**src/rtl/uart_rx_pkg.sv**
```systemverilog
// Shared types and constants for the UART receive path.
package uart_rx_pkg;

    localparam int DATA_WIDTH_DEF = 8;

    // Oversampling ratios supported by both the controller and the sampler.
    localparam logic [5:0] PRESC_8  = 6'd8;
    localparam logic [5:0] PRESC_16 = 6'd16;
    localparam logic [5:0] PRESC_32 = 6'd32;

    typedef enum logic [2:0] {
        IDLE,
        START,
        DATA,
        PARITY,
        STOP
    } rx_state_e;

endpackage

```
**src/rtl/edge_bit_counter.sv**
```systemverilog
// Edge position within the current bit and bit index within the data field.
module edge_bit_counter
    import uart_rx_pkg::*;
(
    input  logic       CLK,
    input  logic       RST,
    input  logic       enable,
    input  logic       clear,
    input  logic       bit_en,
    input  logic [5:0] prescale,
    output logic [5:0] edge_count,
    output logic [2:0] bit_count,
    output logic       bit_end
);

    logic [5:0] edge_q, edge_d;
    logic [2:0] bit_q, bit_d;

    assign bit_end    = (edge_q == (prescale - 6'd1));
    assign edge_count = edge_q;
    assign bit_count  = bit_q;

    always_comb begin
        edge_d = edge_q;
        bit_d  = bit_q;
        if (clear) begin
            edge_d = '0;
            bit_d  = '0;
        end else if (enable) begin
            if (bit_end) begin
                edge_d = '0;
                if (bit_en) begin
                    bit_d = bit_q + 3'd1;
                end
            end else begin
                edge_d = edge_q + 6'd1;
            end
        end
    end

    always_ff @(posedge CLK or negedge RST) begin
        if (!RST) begin
            edge_q <= '0;
            bit_q  <= '0;
        end else begin
            edge_q <= edge_d;
            bit_q  <= bit_d;
        end
    end

endmodule

```
**src/rtl/uart_rx_ctrl.sv**
```systemverilog
// UART receive frame controller: start detection, bit timing for the sampler,
// deserialisation, parity/stop checking and the output data register.
module uart_rx_ctrl
    import uart_rx_pkg::*;
#(
    parameter int DATA_WIDTH = DATA_WIDTH_DEF
) (
    input  logic                  CLK,
    input  logic                  RST,
    input  logic                  RX_IN,
    input  logic                  PAR_EN,
    input  logic                  PAR_TYP,
    input  logic [5:0]            prescale,
    input  logic                  sampled_bit,
    input  logic                  sampling_done,
    output logic                  dat_sam_en,
    output logic [5:0]            edge_count,
    output logic [DATA_WIDTH-1:0] P_DATA,
    output logic                  data_valid,
    output logic                  par_err,
    output logic                  stp_err
);

    localparam logic [2:0] LAST_BIT = 3'(DATA_WIDTH - 1);

    rx_state_e             state_q, state_d;
    logic [DATA_WIDTH-1:0] shift_q, shift_d;
    logic [DATA_WIDTH-1:0] pdata_q, pdata_d;
    logic                  dv_q, dv_d;
    logic                  par_err_q, par_err_d;
    logic                  stp_err_q, stp_err_d;
    logic                  par_en_q, par_en_d;
    logic                  par_typ_q, par_typ_d;
    logic                  taken_q, taken_d;

    logic       cnt_en;
    logic       cnt_clr;
    logic       bit_end;
    logic       sam_ok;
    logic [2:0] bit_count;

    edge_bit_counter u_cnt (
        .CLK        (CLK),
        .RST        (RST),
        .enable     (cnt_en),
        .clear      (cnt_clr),
        .bit_en     (state_q == DATA),
        .prescale   (prescale),
        .edge_count (edge_count),
        .bit_count  (bit_count),
        .bit_end    (bit_end)
    );

    // Only the first sampler result within a bit period is acted upon.
    assign sam_ok = sampling_done && !taken_q;

    always_comb begin
        state_d   = state_q;
        shift_d   = shift_q;
        pdata_d   = pdata_q;
        dv_d      = 1'b0;
        par_err_d = par_err_q;
        stp_err_d = stp_err_q;
        par_en_d  = par_en_q;
        par_typ_d = par_typ_q;
        cnt_en    = 1'b0;
        cnt_clr   = 1'b0;

        case (state_q)
            IDLE: begin
                if (!RX_IN) begin
                    state_d   = START;
                    cnt_en    = 1'b1;
                    par_err_d = 1'b0;
                    stp_err_d = 1'b0;
                    par_en_d  = PAR_EN;
                    par_typ_d = PAR_TYP;
                end else begin
                    cnt_clr = 1'b1;
                end
            end
            START: begin
                cnt_en = 1'b1;
                if (sam_ok && sampled_bit) begin
                    state_d = IDLE;
                    cnt_clr = 1'b1;
                end else if (bit_end) begin
                    state_d = DATA;
                end
            end
            DATA: begin
                cnt_en = 1'b1;
                if (sam_ok) begin
                    shift_d[bit_count] = sampled_bit;
                end
                if (bit_end && (bit_count == LAST_BIT)) begin
                    state_d = par_en_q ? PARITY : STOP;
                end
            end
            PARITY: begin
                cnt_en = 1'b1;
                if (sam_ok && (sampled_bit != (^shift_q ^ par_typ_q))) begin
                    par_err_d = 1'b1;
                end
                if (bit_end) begin
                    state_d = STOP;
                end
            end
            STOP: begin
                cnt_en = 1'b1;
                if (sam_ok && !sampled_bit) begin
                    stp_err_d = 1'b1;
                end
                // A stop error seen in this very bit still blocks the frame.
                if (bit_end) begin
                    state_d = IDLE;
                    if (!par_err_d && !stp_err_d) begin
                        pdata_d = shift_q;
                        dv_d    = 1'b1;
                    end
                end
            end
            default: begin
                state_d = IDLE;
                cnt_clr = 1'b1;
            end
        endcase

        taken_d = taken_q;
        if ((state_d == IDLE) || bit_end) begin
            taken_d = 1'b0;
        end else if (sampling_done) begin
            taken_d = 1'b1;
        end
    end

    always_ff @(posedge CLK or negedge RST) begin
        if (!RST) begin
            state_q   <= IDLE;
            shift_q   <= '0;
            pdata_q   <= '0;
            dv_q      <= 1'b0;
            par_err_q <= 1'b0;
            stp_err_q <= 1'b0;
            par_en_q  <= 1'b0;
            par_typ_q <= 1'b0;
            taken_q   <= 1'b0;
        end else begin
            state_q   <= state_d;
            shift_q   <= shift_d;
            pdata_q   <= pdata_d;
            dv_q      <= dv_d;
            par_err_q <= par_err_d;
            stp_err_q <= stp_err_d;
            par_en_q  <= par_en_d;
            par_typ_q <= par_typ_d;
            taken_q   <= taken_d;
        end
    end

    assign dat_sam_en = (state_q != IDLE);
    assign P_DATA     = pdata_q;
    assign data_valid = dv_q;
    assign par_err    = par_err_q;
    assign stp_err    = stp_err_q;

endmodule

```
**config.mk**
```make
export PLATFORM = sky130hd
export DESIGN_NAME = uart_rx_ctrl
export DESIGN_NICKNAME = d
export VERILOG_FILES = /design/src/rtl/uart_rx_pkg.sv /design/src/rtl/edge_bit_counter.sv /design/src/rtl/uart_rx_ctrl.sv
export SDC_FILE = /design/constraint.sdc
export NUM_CORES = 1
export LEC_CHECK = 0
export CAP_MARGIN = 20
export CORE_ASPECT_RATIO = 1.5
export CORE_MARGIN = 2
export CORE_UTILIZATION = 35
export CTS_CLUSTER_DIAMETER = 30
export DETAILED_ROUTE_END_ITERATION = 6
export MAX_ROUTING_LAYER = met4
export PLACE_DENSITY = 0.61
export RECOVER_POWER = 100
export SKIP_LAST_GASP = 1
export SLEW_MARGIN = 10
export SYNTH_ARGS = -nofsm -noshare
export SYNTH_HDL_FRONTEND = slang
export SYNTH_SLANG_ARGS = --single-unit
```
**constraint.sdc**
```tcl
create_clock -name CLK -period 2.1 [get_ports CLK]
set_input_delay 0.525 -clock CLK [delete_from_list [all_inputs] [get_ports CLK]]
set_output_delay 0.525 -clock CLK [all_outputs]
set_load 0.005 [all_outputs]
```
==> reports/qor.yml, run 1 <==
cts:
  cts.sink_count: 34
  cts_hold_buf: 0
  ctsHtreeMaxLevel: 2
  clock_path_buffers: 2
  clkTransAtPathRegs_ns: 0.07
  cts_tree: "built"
  cts-root-buf: "clkbuf_8"
  cts_inserted_buffers: 5
  clk_latency_ns: 0.29
worst_setup_path:
  worstReg2RegEnd: "shift_q[2]"
  critical_path_class: "flop to primary output"
  ff2ff_setup_slack_ns: 0.19
  critPathLaunchType: "flop"
  critPathArrivalTime_ns: 1.53
  crit_fanout: 3
  reg2reg_depth: 4
  r2r_start: "state_q[0]"
  end_kind: "primary output"
  crit_required_ns: 1.57
synth:
  ys_seq_elements: 34
  yosysSeqAreaShare_pct: 45.9
  synth_top_cell_by_area: "dfrtp_1"
  synth-edff-count: 0
  synthesis.instances: 169
  synth_ff_type: "dfrtp_1"
  synth_top_area_share_pct: 45.9
  ys_types: 40
  synth.most_common_cell: "dfrtp_1"
  synth-warning-count: 0
  netlist_top_cells_area: "dfrtp_1 46%, xnor2_1 6.6%, mux2_4 6.5%, mux2_2 4.9%, nor2_1 3.0%"
  synth_nets: 186
  ys_async_sr_fraction_pct: 100
  syn_area_sq_um: 1860
  avgSynthCellArea_sq_um: 11.0
  ys_top_cells_by_count: "34 x dfrtp_1, 15 x nor2_1, 14 x xnor2_1"
drt:
  drcViolationCount: 0
  first_iter_violations: 42
  ant_nets: 0
  wl_per_cell_um: 12.9
  wirelength_mm: 3.79
  vias: 1417
  vias_per_cell: 4.84
  dr.pass1.iters: 4
pwr:
  swShare_pct: 32.9
  p_clk_share_pct: 23.0
  seq_power_share_pct: 38.7
  p_per_area_nw_per_um2: 845
  power.switching_uw: 716
  p_comb_share_pct: 38.3
  internal-power_mw: 1.46
  peakVddDrop_mv: 0.407
  p_total_mw: 2.17
  p_leak_nw: 1.23
sta:
  slew_headroom_pct: 44.6
  slew_viol_final: 0
  tns_ns: 0
  period_share_pct: 97.8
  period_minus_slack_ns: 2.05
  fmax_mhz: 487
  finalHoldViolCount: 0
  worst_slack_ns: 0.0460
  finalSetupViolations: 0
  fin_hold_ws_ns: 0.502
  tightest_slew_ns: 0.831
  rsz0062_at_grt: "yes"
  finClkSkew_ns: 0.00730
placed_design:
  hpwl_mm: 2.94
  dp_slack_ns: -0.749
  post_dp_cell_area_sq_um: 2390
  place_congestion: 0.771
  io_buffers: 30
grt:
  grt_pass1_vias: 1513
  gr-total-overflow: 0
  grt_pass1_wl_mm: 6.82
  grt_usage_pct: 15.1
  grt_max_degree: 35
  antenna_found_initial: 0
die:
  io_pins: 31
  die_x_um: 63.5
  rows: 32
  coreArea_sq_um: 5120
  die_y_um: 93.2
  start_util_pct: 36.2
  die-area_sq_um: 5910
cells_and_area:
  final_area_sq_um: 2570
  area_delta_synth_final_pct: 38.6
  nNetsFinal: 241
  diodes: 0
  drive_above_1_share_pct: 32.4
worst_hold_path:
  min_from: "par_typ_q"
  whs_endpoint: "par_typ_q"
  min_path_cells: 2
  hp-class: "flop to flop"
run:
  maxCapViolations: 0
status:
  status: "finished clean"
[metrics by stage]
step | std cells | util (%)
global route | 293 | 50.2
global placement | 280 | 46.7
finish | 293 | 50.2
floorplan | 169 | -
CTS | 291 | 49.7
detailed placement | 280 | 46.7
[per-layer routing]
layer	vias up	part of all wire, %	global-route usage [%]
met1	678	38	15.6
met3	8	3.5	3.13
met4	0	1.7	5.98
li1	696	-	-
met5	-	0	-
met2	35	56	27.9
[layout make-up]
cell class / instances / area (sq um)
fill: 533 / 2550
clock inverter: 2 / 12.5
sequential: 34 / 852
inverter: 7 / 38.8
multi-input combinational: 123 / 1050
timing repair buffer: 53 / 453
tap: 68 / 85.1
clock buffer: 6 / 82.6
[critical path: stages, from the launching register on]
cell,delay [ns]
dfrtp_1,0.40
or3_4,0.40
clkdlybuf4s50_1,0.45
[power groups by stage]
stage,Clock (mW),Combinational [mW],Sequential (mW)
finish,0.499,0.833,0.842
global route,0.557,0.924,0.858
CTS,0.523,0.840,0.844
detailed placement,0,0.774,0.876
global placement,0,0.764,0.876
floorplan,0,0.476,0.844
[state kept, by name, indices dropped and copies added, names as in the netlist]
signal            count
P_DATA                8
shift_q               8
u_cnt.edge_count      6
state_q               3
u_cnt.bit_count       3
data_valid            1
par_en_q              1
par_err               1
par_typ_q             1
stp_err               1
taken_q               1
[cells in the final DEF, fill, tap and decap left out, drive strengths merged, types with 2 or more instances in the layout]
cell            n
dfrtp          34
buf            19
dlygate4sd3    16
mux2           16
nor2           15
xnor2          14
nand2          14
clkbuf         13
clkdlybuf4s50   8
nand3           7
a21oi           7
inv             7
xor2            6
nor2b           5
ha              4
nand2b          3
dlygate4sd2     3
nor3            3
o21ai           3
a41oi           3
or3             2
and3            2
a32o            2
nand3b          2
a31oi           2
or2             2
nor3b           2
[cell families after synthesis]
kind of cell | after synthesis | share of synthesized area, %
xor+xnor | 20 | 9.44
compound gates | 21 | 8.43
mux | 16 | 11.3
simple gates | 61 | 19.0
fa+ha+maj | 4 | 2.70
flops | 34 | 45.9
buf+inv | 13 | 3.24
[worst max-delay path by stage]
stage,startpoint,to,slack (ns),cells after the start
6_report,state_q[1],dat_sam_en,0.05,2
5_1_grt,sampling_done,shift_q[2],-0.002,5
4_1_cts,state_q[1],dat_sam_en,0.02,2
3_5_place_dp,prescale[0],taken_q,-0.75,9
3_3_place_gp,prescale[0],P_DATA[1],-0.72,9
2_1_floorplan,prescale[0],P_DATA[0],-0.08,9
[timing repair]
| action | CTS | global route |
|---|---|---|
| pin swaps | 7 | 3 |
| resized for setup | 21 | 10 |
| endpoints found under the setup margin | 23 | 18 |
| setup buffers | 2 | 2 |
| gates cloned | 1 | 0 |
No activity file was read; power rests on OpenSTA's default activity.
==> run 2: changes to the inputs <==
==> constraint.sdc (replaced) <==
create_clock -name CLK -period 2.1 [get_ports CLK]
set_input_delay 0.315 -clock CLK [delete_from_list [all_inputs] [get_ports CLK]]
set_output_delay 0.315 -clock CLK [all_outputs]
set_load 0.005 [all_outputs]
==> run 2 against run 1 <==
  * Sequential share of layout area up 2.0 points
  * Register-to-register slack about the same
  * Wire length up 6.5%
  * Sequential cell count unchanged
  * Global-route usage down 0.13 points
  * Combinational power down 9.2%
  * Critical endpoint is now taken_q
==> reports/qor.yml, run 2 (same netlist as run 1, synthesis figures left out) <==
status:
  status: "finished clean"
drt:
  wl_per_cell_um: 14.0
  wirelength_mm: 4.04
  ant_nets: 0
  drcViolationCount: 0
  vias: 1398
  vias_per_cell: 4.85
  dr.pass1.iters: 4
  first_iter_violations: 27
cts:
  cts_tree: "built"
  clk_latency_ns: 0.28
  cts.sink_count: 34
  clkTransAtPathRegs_ns: 0.07
  cts-root-buf: "clkbuf_8"
  clock_path_buffers: 2
  cts_inserted_buffers: 5
  ctsHtreeMaxLevel: 2
grt:
  grtUsageMet1_pct: 16.2
  gr-total-overflow: 0
  grt_pass1_wl_mm: 6.69
  grt_usage_pct: 15.0
  top_usage_layer: "met2"
  antenna_found_initial: 0
  grt_max_degree: 35
  use_met3_pct: 2.53
  grtUsageMet2_pct: 26.4
  grt_pass1_vias: 1432
die:
  rows: 32
  coreArea_sq_um: 5120
  die_y_um: 93.2
  die_x_um: 63.5
  die-area_sq_um: 5910
  start_util_pct: 36.2
  io_pins: 31
worst_setup_path:
  critical_path_class: "input port to flop"
  end_kind: "flop"
  cp_cell_sequence: "dlygate4sd2_1, inv_1, ha_4, nor2b_1, or3_1, a31oi_2, buf_4, a41oi_1, a311o_1, a41oi_2"
  crit_fanout: 4
  crit_required_ns: 2.30
  critPathArrivalTime_ns: 2.17
  cpMaxStageDelayCell: "or3_1"
  cpPeakStageDelay_ns: 0.38
  critPathLaunchType: "input port"
worst_hold_path:
  hp-class: "flop to flop"
placed_design:
  hpwl_mm: 3.03
  io_buffers: 30
  place_congestion: 0.789
  dp_slack_ns: -0.577
cells_and_area:
  area_delta_synth_final_pct: 30.7
  drive_above_1_share_pct: 20.0
  layout_common_cells: "33 x dfrtp_1, 18 x dlygate4sd3_1, 18 x buf_4"
  final_common_cell: "dfrtp_1"
  diodes: 0
  nFillCells: 519
  nNetsFinal: 237
  fin_util_pct: 47.3
sta:
  finClkSkew_ns: 0.00455
  rsz0062_at_grt: "no"
  finalSetupViolations: 0
  tightest_slew_ns: 0.871
  slew_viol_final: 0
  slew_headroom_pct: 41.9
  fmax_mhz: 509
  finalHoldViolCount: 0
  worst_slack_ns: 0.134
  period_share_pct: 93.6
  period_minus_slack_ns: 1.97
run:
  maxCapViolations: 0
pwr:
  p_per_area_nw_per_um2: 849
  peakVddDrop_mv: 0.302
  p_leak_nw: 1.18
-- run 2: path summary, 6_finish.rpt --
path	start	to	slack (ns)	cells past startpoint
min in group asynchronous	RST	par_typ_q	0.67	2
max reg2reg	state_q[2]	shift_q[2]	0.19	4
min	P_DATA[2]	P_DATA[2]	0.50	1
min reg2reg	P_DATA[2]	P_DATA[2]	0.50	1
max	prescale[0]	taken_q	0.13	10
max in group asynchronous	RST	state_q[1]	0.84	2
-- run 2: report_power, final --
group          leakage [nW]  internal [mW]  switching [mW]
Combinational         0.686          0.385           0.371
Clock                0.0383          0.228           0.225
Sequential            0.456          0.755          0.0938
Total                  1.18           1.37           0.690
-- run 2: routing by layer --
layer | wire length (um) | vias to the layer above | share of wire, %
met5 | 0 | - | 0
met4 | 92 | 0 | 2.3
met3 | 104 | 8 | 2.6
met2 | 2200 | 28 | 55
met1 | 1640 | 677 | 41
li1 | - | 685 | -
-- run 2: what timing repair did --
| item | CTS | global route |
|---|---|---|
| resized for setup | 8 | 4 |
| hold buffers | 0 | 0 |
| pin swaps | 5 | 1 |
| endpoints found under the setup margin | 21 | 3 |
| hold endpoints to repair | 0 | 0 |
| setup buffers | 1 | 1 |
-- run 2: cell type report --
class                      count  area [sq um]  share of cell area [%]
tap                           68          85.1                    3.51
sequential                    34           852                    35.1
multi-input combinational    122           935                    38.5
inverter                       7          26.3                    1.08
clock buffer                   7          76.3                    3.15
timing repair buffer          50           450                    18.6
-- run 2: stage by stage --
step	area (sq um)	TNS, ns	power [mW]	std cells	hold WS (ns)
after floorplan	1860	0	1.30	169	0.0194
after global placement	2340	-10.24	1.61	279	0.510
after detailed placement	2340	-10.51	1.61	279	0.501
after CTS	2440	0	2.09	287	0.445
after global routing	2420	0	2.19	288	0.537
final	2420	0	2.06	288	0.500
-- run 2: critical path, delay by kind of cell --
| family | cells | cell delay, ns |
|---|---|---|
| compound gates | 4 | 0.75 |
| simple gates | 2 | 0.50 |
| buf+inv | 3 | 0.44 |
| fa+ha+maj | 1 | 0.16 |
